<file path="config.mk">
export PLATFORM = sky130hd
export DESIGN_NAME = plru_victim_select
export DESIGN_NICKNAME = d
export VERILOG_FILES = /design/src/rtl/plru_victim_select_pkg.sv /design/src/rtl/plru_next_state.sv /design/src/rtl/plru_victim_select.sv
export SDC_FILE = /design/constraint.sdc
export NUM_CORES = 1
export LEC_CHECK = 0
export BUFFER_PORTS_ARGS = -buffer_cell sky130_fd_sc_hd__buf_2
export CAP_MARGIN = 40
export CORE_MARGIN = 1.5
export CORE_UTILIZATION = 64
export DETAILED_ROUTE_END_ITERATION = 12
export GPL_TIMING_DRIVEN = 1
export PLACE_DENSITY = 0.84
export SLEW_MARGIN = 40
export SYNTH_ARGS = -nofsm -noshare
export SYNTH_HDL_FRONTEND = slang
export SYNTH_SLANG_ARGS = --single-unit
</file>
<file path="constraint.sdc">
create_clock -name clk -period 4.3 [get_ports clk]
set_input_delay 0.86 -clock clk [delete_from_list [all_inputs] [get_ports clk]]
set_output_delay 0.86 -clock clk [all_outputs]
set_load 0.005 [all_outputs]
</file>
<file path="src/rtl/plru_victim_select_pkg.sv">
// Shared types and constants for the 4-way tree-PLRU victim selector.
package plru_victim_select_pkg;

    typedef logic [2:0] plru_t;
    typedef logic [1:0] way_t;

    typedef enum logic {
        IDLE = 1'b0,
        RESP = 1'b1
    } victim_state_t;

    localparam plru_t PLRU_RESET = 3'b000;

endpackage

</file>
<file path="src/rtl/plru_next_state.sv">
// Tree-PLRU update: marks the accessed way most-recently-used in its subtree.
module plru_next_state
    import plru_victim_select_pkg::*;
(
    input  plru_t tree,
    input  way_t  way,
    output plru_t tree_nxt
);

    always_comb begin
        tree_nxt    = tree;
        tree_nxt[0] = ~way[1];
        if (way[1]) begin
            tree_nxt[2] = ~way[0];
        end else begin
            tree_nxt[1] = ~way[0];
        end
    end

endmodule

</file>
<file path="src/rtl/plru_victim_select.sv">
// Per-set PLRU state with a registered request/acknowledge victim lookup.
module plru_victim_select
    import plru_victim_select_pkg::*;
#(
    parameter int unsigned NUM_SETS = 16,
    parameter int unsigned SET_W    = $clog2(NUM_SETS)
) (
    input  logic             clk,
    input  logic             rst_n,
    input  logic             req_valid,
    input  logic [SET_W-1:0] req_set,
    input  logic [3:0]       req_way_valid,
    output logic             req_ready,
    output logic             victim_valid,
    output logic [1:0]       victim_way,
    input  logic             victim_ack,
    input  logic             upd_valid,
    input  logic [SET_W-1:0] upd_set,
    input  logic [1:0]       upd_way
);

    plru_t         tree_q [NUM_SETS];
    plru_t         upd_tree_nxt;
    plru_t         req_tree_c;
    way_t          victim_c;
    victim_state_t state_q, state_d;
    logic          victim_valid_d;
    logic          req_ready_d;
    way_t          victim_way_d;

    plru_next_state u_next (
        .tree     (tree_q[upd_set]),
        .way      (upd_way),
        .tree_nxt (upd_tree_nxt)
    );

    // Tree array; one update per cycle regardless of FSM state
    always_ff @(posedge clk or negedge rst_n) begin
        if (!rst_n) begin
            for (int i = 0; i < int'(NUM_SETS); i++) begin
                tree_q[i] <= PLRU_RESET;
            end
        end else if (upd_valid) begin
            tree_q[upd_set] <= upd_tree_nxt;
        end
    end

    // Same-set update in the request cycle is bypassed into the decode
    always_comb begin
        req_tree_c = tree_q[req_set];
        if (upd_valid && (upd_set == req_set)) begin
            req_tree_c = upd_tree_nxt;
        end
    end

    // Lowest invalid way wins over the PLRU decode
    always_comb begin
        victim_c = req_tree_c[0] ? {1'b1, req_tree_c[2]} : {1'b0, req_tree_c[1]};
        if (!req_way_valid[0]) begin
            victim_c = 2'd0;
        end else if (!req_way_valid[1]) begin
            victim_c = 2'd1;
        end else if (!req_way_valid[2]) begin
            victim_c = 2'd2;
        end else if (!req_way_valid[3]) begin
            victim_c = 2'd3;
        end
    end

    always_ff @(posedge clk or negedge rst_n) begin
        if (!rst_n) begin
            state_q      <= IDLE;
            victim_valid <= 1'b0;
            victim_way   <= 2'd0;
            req_ready    <= 1'b1;
        end else begin
            state_q      <= state_d;
            victim_valid <= victim_valid_d;
            victim_way   <= victim_way_d;
            req_ready    <= req_ready_d;
        end
    end

    always_comb begin
        state_d        = state_q;
        victim_valid_d = victim_valid;
        victim_way_d   = victim_way;
        req_ready_d    = req_ready;
        case (state_q)
            IDLE: begin
                req_ready_d    = 1'b1;
                victim_valid_d = 1'b0;
                if (req_valid) begin
                    state_d        = RESP;
                    victim_way_d   = victim_c;
                    victim_valid_d = 1'b1;
                    req_ready_d    = 1'b0;
                end
            end
            RESP: begin
                req_ready_d    = 1'b0;
                victim_valid_d = 1'b1;
                if (victim_ack) begin
                    state_d        = IDLE;
                    victim_valid_d = 1'b0;
                    req_ready_d    = 1'b1;
                end
            end
            default: begin
                state_d        = IDLE;
                victim_valid_d = 1'b0;
                req_ready_d    = 1'b1;
            end
        endcase
    end

endmodule

</file>
# [After elaboration in Yosys (flattened, before gate mapping)]
# Cells that the tools add are included.
# W data, S select, Z words.
[totals] ff_bits=52 inputBits=19 output_inout_bits=4 elab_cells=54
[op_classes] order_cmp=3 n_eq_ne=1 muxes=23 bitwise_logic=5 n_reduce_logical=3
[ops] cell="$bwmux W48" count=1
[ops] cell="$bmux W3 S4" count=2
[ops] cell="$mux W3" count=6
[ops] cell="$demux W3 S4" count=1
[ops] cell="$ge A5 B5 Y1 const B" count=2
[ops] cell="$mux W2" count=5
[ops] cell="$not A4 Y5" count=2
[ops] cell="$mux W1" count=6
[ops] cell="$lt A5 B1 Y1 const B" count=1
[ops] cell="$eq A4 B4 Y1" count=1
[ops] cell="$pmux W1 S2" count=2
[ops] cell="$not A1 Y1" count=3
[ops] cell="$logic_and A1 B1 Y1" count=2
[ops] cell="$reduce_and A2 Y1" count=1

# [Depth between registers and ports, before layout]
[depth] word_depth=11 depth_mapped=8

# [By module]
# A second synthesis with hierarchy kept.
[hier_totals] cells_unflattened=202 hier_area_um2=2944.1
[modules_own_cells] module="plru_victim_select" n_inst=1 cells_each=197 area_each_um2=2920.3
[modules_own_cells] module="plru_next_state" n_inst=1 cells_each=5 area_each_um2=23.8

# [Worst setup path before layout]
# Ideal clock, no wire load.
[synth_timing] path_type="input -> register" from="input upd_set[0]" to="register tree_q[1] (netlist bit)" setup_ns=0.125 arrival_time_ns=2.140 required_ns=4.175 slack_ns=2.035 cell_stages=8 path_buffers=3 cell_sequence="buf_4 > buf_2 > mux2i_1 > nand2_1 > nand4_1 > o211ai_1 > buf_2 > mux2_2"
[synth_between] elab_chain_cells=6 elab_cells_between_ends=11 cone_classes="order compare (2); mux (7); bitwise (1); reduce/logical (1)"
[synth_rtl] item="start: declaration" line_no="plru_victim_select.sv:18" rtl="input logic [SET_W-1:0] upd_set,"
[synth_rtl] item="$not A4 Y5 (not written as such) *" line_no="plru_victim_select.sv:32, plru_victim_select.sv:44"
[synth_rtl] item="$ge A5 B5 Y1 (not written as such), or another cell as far along" line_no="plru_victim_select.sv:44" rtl="tree_q[upd_set] <= upd_tree_nxt;"
[synth_rtl] item="$logic_and A1 B1 Y1 (not written as such) or $mux W3 (tied branches)" line_no="plru_victim_select.sv:44, plru_victim_select.sv:32"
[synth_rtl] item="$mux W3, on equally long branches" line_no="plru_victim_select.sv:44, plru_victim_select.sv:32"
[synth_rtl] item="$demux W3 S4 or $mux W1 (tied branches)" line_no="plru_victim_select.sv:44, plru_next_state.sv:13"
[synth_rtl] item="$bwmux W48 *" line_no="plru_victim_select.sv:44"
[synth_rtl] item="end signal: indexed assignment" line_no="plru_victim_select.sv:44"
[synth_rtl] item="end: declaration" line_no="plru_victim_select.sv:22" rtl="plru_t tree_q [NUM_SETS];"
# Every way passes the cells marked *; elsewhere a longest branch is shown, timed or not. The select of a mux whose other input is x is not followed.
# A chain may end at the register's enable or synchronous reset.

# [Worst setup path in the final report]
[layout_timing] from="input upd_set[0]" to="register tree_q[19] (netlist bit)"
# The elaborated chain is that of the path after synthesis.

==> results.txt <==
Status = complete, no violations
Crit path arrival time = 2790 ps
Required time of the critical path = 4490 ps
DRT Wirelength = 5.67 mm
Synth top cells by count = dfrtp_1 (51), nand2_1 (39), mux2_2 (32)
Relative slew slack = 52.4%
Fin crit share = 60.6%
Cts-stage hold buffer count = 0
Vias per std cell = 6.26
Clock tree buffer depth = 2
Clock sink total = 52
Register bit total from synthesis = 52
Hold Crit Class = reg2reg
GP Congestion = 0.874
Internal power component = 0.900 mW
CTS tree = done
Total track usage = 25.2%
ANT nets after route = 0
Met3 WL = 341 um
Post-Place Setup Slack = 1440 ps
Worst vdd ir = 0.228 mV
Mapped Area = 0.00286 sq mm
Worst-path fanout max = 24
Cells after Synth = 240
Top Metal Used = met4
Die area = 0.00487 sq mm
Synth Warn # = 0
Final setup TNS = 0 ps
Clock share of power = 21.0%
Crit path capture type = register
Die X = 69.8 um
Synth Area per Inst = 11.9 sq um
RSZ-0062 raised after global routing = no
Synth top area share = 44.7%
Synth-to-Final Area Change = 6.75%
Storage element area = 0.00130 sq mm
Drt drc = 0
H-tree lvl count = 2
Cell Chain, Critical Path = buf_2, mux2i_1, a22oi_1, nand3_1, o211ai_1, buf_4, mux2_2
CP peak stage delay = 490 ps
Sequential share of the synthesized area = 45.6%
Slew Limit Fails = 0
Area leader, netlist = dfrtp_1
Initial Util = 66.1%
Final net count = 279
Max-cap viol count = 0
Dominant synthesized flop cell = dfrtp_1
# rows = 24
Combinational power share = 25.1%
Final worst slack = 1700 ps
Syn nets = 259
Largest net degree at the start of global routing = 53
Clk Latency, worst-skew pair = 300 ps
WL per Instance = 18.1 um
I/O Buffers = 22
Detailed Place HPWL = 4.10 mm
Fmax = 0.384 GHz
Final hold vios = 0
Core area = 0.00432 sq mm
Switch share = 29.2%
Leak pwr = 1.43 nW
Power density over the cells = 417 mW/mm^2
Number of global-route vias before repair = 1957
Antenna diodes = 0
Post-CTS sizing = 0
Via count = 1959
Asr flop ratio synth = 100%
Initial DRC count = 85
Bufs and invs on worst path = 2
Number of CTS-inserted buffers = 5
P_sw = 0.371 mW
Met2 wire len = 2.78 mm
Clock transition at the registers of the reported paths = 90 ps
Synth top area cells = dfrtp_1 (45%), mux2_2 (13%), mux4_1 (10%), mux2i_1 (7.0%), nand2_1 (5.1%)
Share of layout cells above drive strength 1 = 25.7%
Yosys cell types = 33
Slew @ Worst Pin = 711 ps
Root Driver = clkbuf_8
Grt ovf = 0
Antenna violations before repair = 0
Crit Path Class = in2reg
Worst path top cell family by delay = buffers and inverters
Type of origin of the critical path = primary input
Post-synth EDFFs = 0
Multi-input gate area = 0.00146 sq mm
Clock Skew = 8.48 ps
R2R setup slack = 2470 ps
Slowest cell on crit path = buf_2
Number of fill cells = 317
Post-CTS setup buffers = 0
First-pass GRT wire length = 9.60 mm
Final setup fails = 0
Sequential Power Share = 53.8%
Die height = 69.8 um
Final core utilization = 70.5%
First-pass iteration count of the detailed router = 4
Met1 WL = 2.46 mm
Clock period minus worst slack = 2600 ps
Most frequent cell after synthesis = dfrtp_1
I/O Pins = 23
final timing paths:
path,startpoint,end,cells after the start
min in group asynchronous,rst_n,tree_q[24],2
min reg2reg,tree_q[33],tree_q[33],2
max in group asynchronous,rst_n,tree_q[20],2
min,tree_q[33],tree_q[33],2
max reg2reg,tree_q[26],tree_q[17],6
max,upd_set[0],tree_q[19],7
power by group through the flow:
stage	combinational [mW]	sequential, mW	clock, mW
2_1_floorplan	0.249	0.666	0
3_3_place_gp	0.304	0.687	0
3_5_place_dp	0.320	0.692	0
4_1_cts	0.321	0.682	0.273
5_1_grt	0.354	0.698	0.288
6_report	0.320	0.684	0.267
logic make-up after synthesis:
kind of cell              count (synthesis)  share of synthesized area [%]
xor gates and xnor gates                  4                           1.23
muxes                                    65                           31.3
buffers and inverters                    15                           3.42
AOI/OAI and AO/OA                        35                           7.36
DFF                                      52                           45.6
and+or+nand+nor                          69                           11.1
area by class of cell:
type	count	area share, %
clock buffer	7	2.50
clock inverter	1	0.164
inverter	3	0.369
multi-input combinational	173	47.8
sequential	52	42.7
tap	52	2.13
timing repair buffer	25	4.35
cell usage in the layout, fill, tap and decap left out, drive strengths merged:
master  synthesis  routed
inv             3       3
o21ai          16      16
a22oi           6       6
xor2            3       3
and3            1       1
dfstp           1       1
buf             9      25
xnor2           1       1
o2111a          1       1
clkbuf          3       7
nand3           8       8
dfrtp          51      51
mux2           32      32
clkinv          0       1
nor3b           1       1
and3b           1       1
o211ai          2       2
mux4           13      13
a21boi          1       1
or2b            1       1
nor2            5       5
nor3            1       1
and2            1       1
a21oi           7       7
a31oi           1       1
nand4           4       4
mux2i          20      20
a41o            1       1
nand2          39      39
nor2b           7       7
state kept, by name, indices dropped and copies added, names as in the netlist:
register	flops
state_q	1
tree_q	48
req_ready	1
victim_way	2
metal layers:
layer,track usage [%],up-vias
met1,33.5,948
met3,4.94,8
met2,41.7,74
li1,-,929
met5,0,-
met4,8.97,0
tightest hold or removal path, stage by stage (launching register included):
cell     delay (ps)
dfrtp_1         350
nand2_1          40
o21ai_0          60
stage by stage:
step | area [sq um] | power, mW | hold slack [ps] | instances
5_1_grt | 3050 | 1.34 | 511 | 313
3_5_place_dp | 2970 | 1.01 | 463 | 305
2_1_floorplan | 2860 | 0.915 | 442 | 240
4_1_cts | 3050 | 1.28 | 484 | 313
3_3_place_gp | 2950 | 0.991 | 454 | 303
6_report | 3050 | 1.27 | 479 | 313
(Power assumes the default switching activity.)
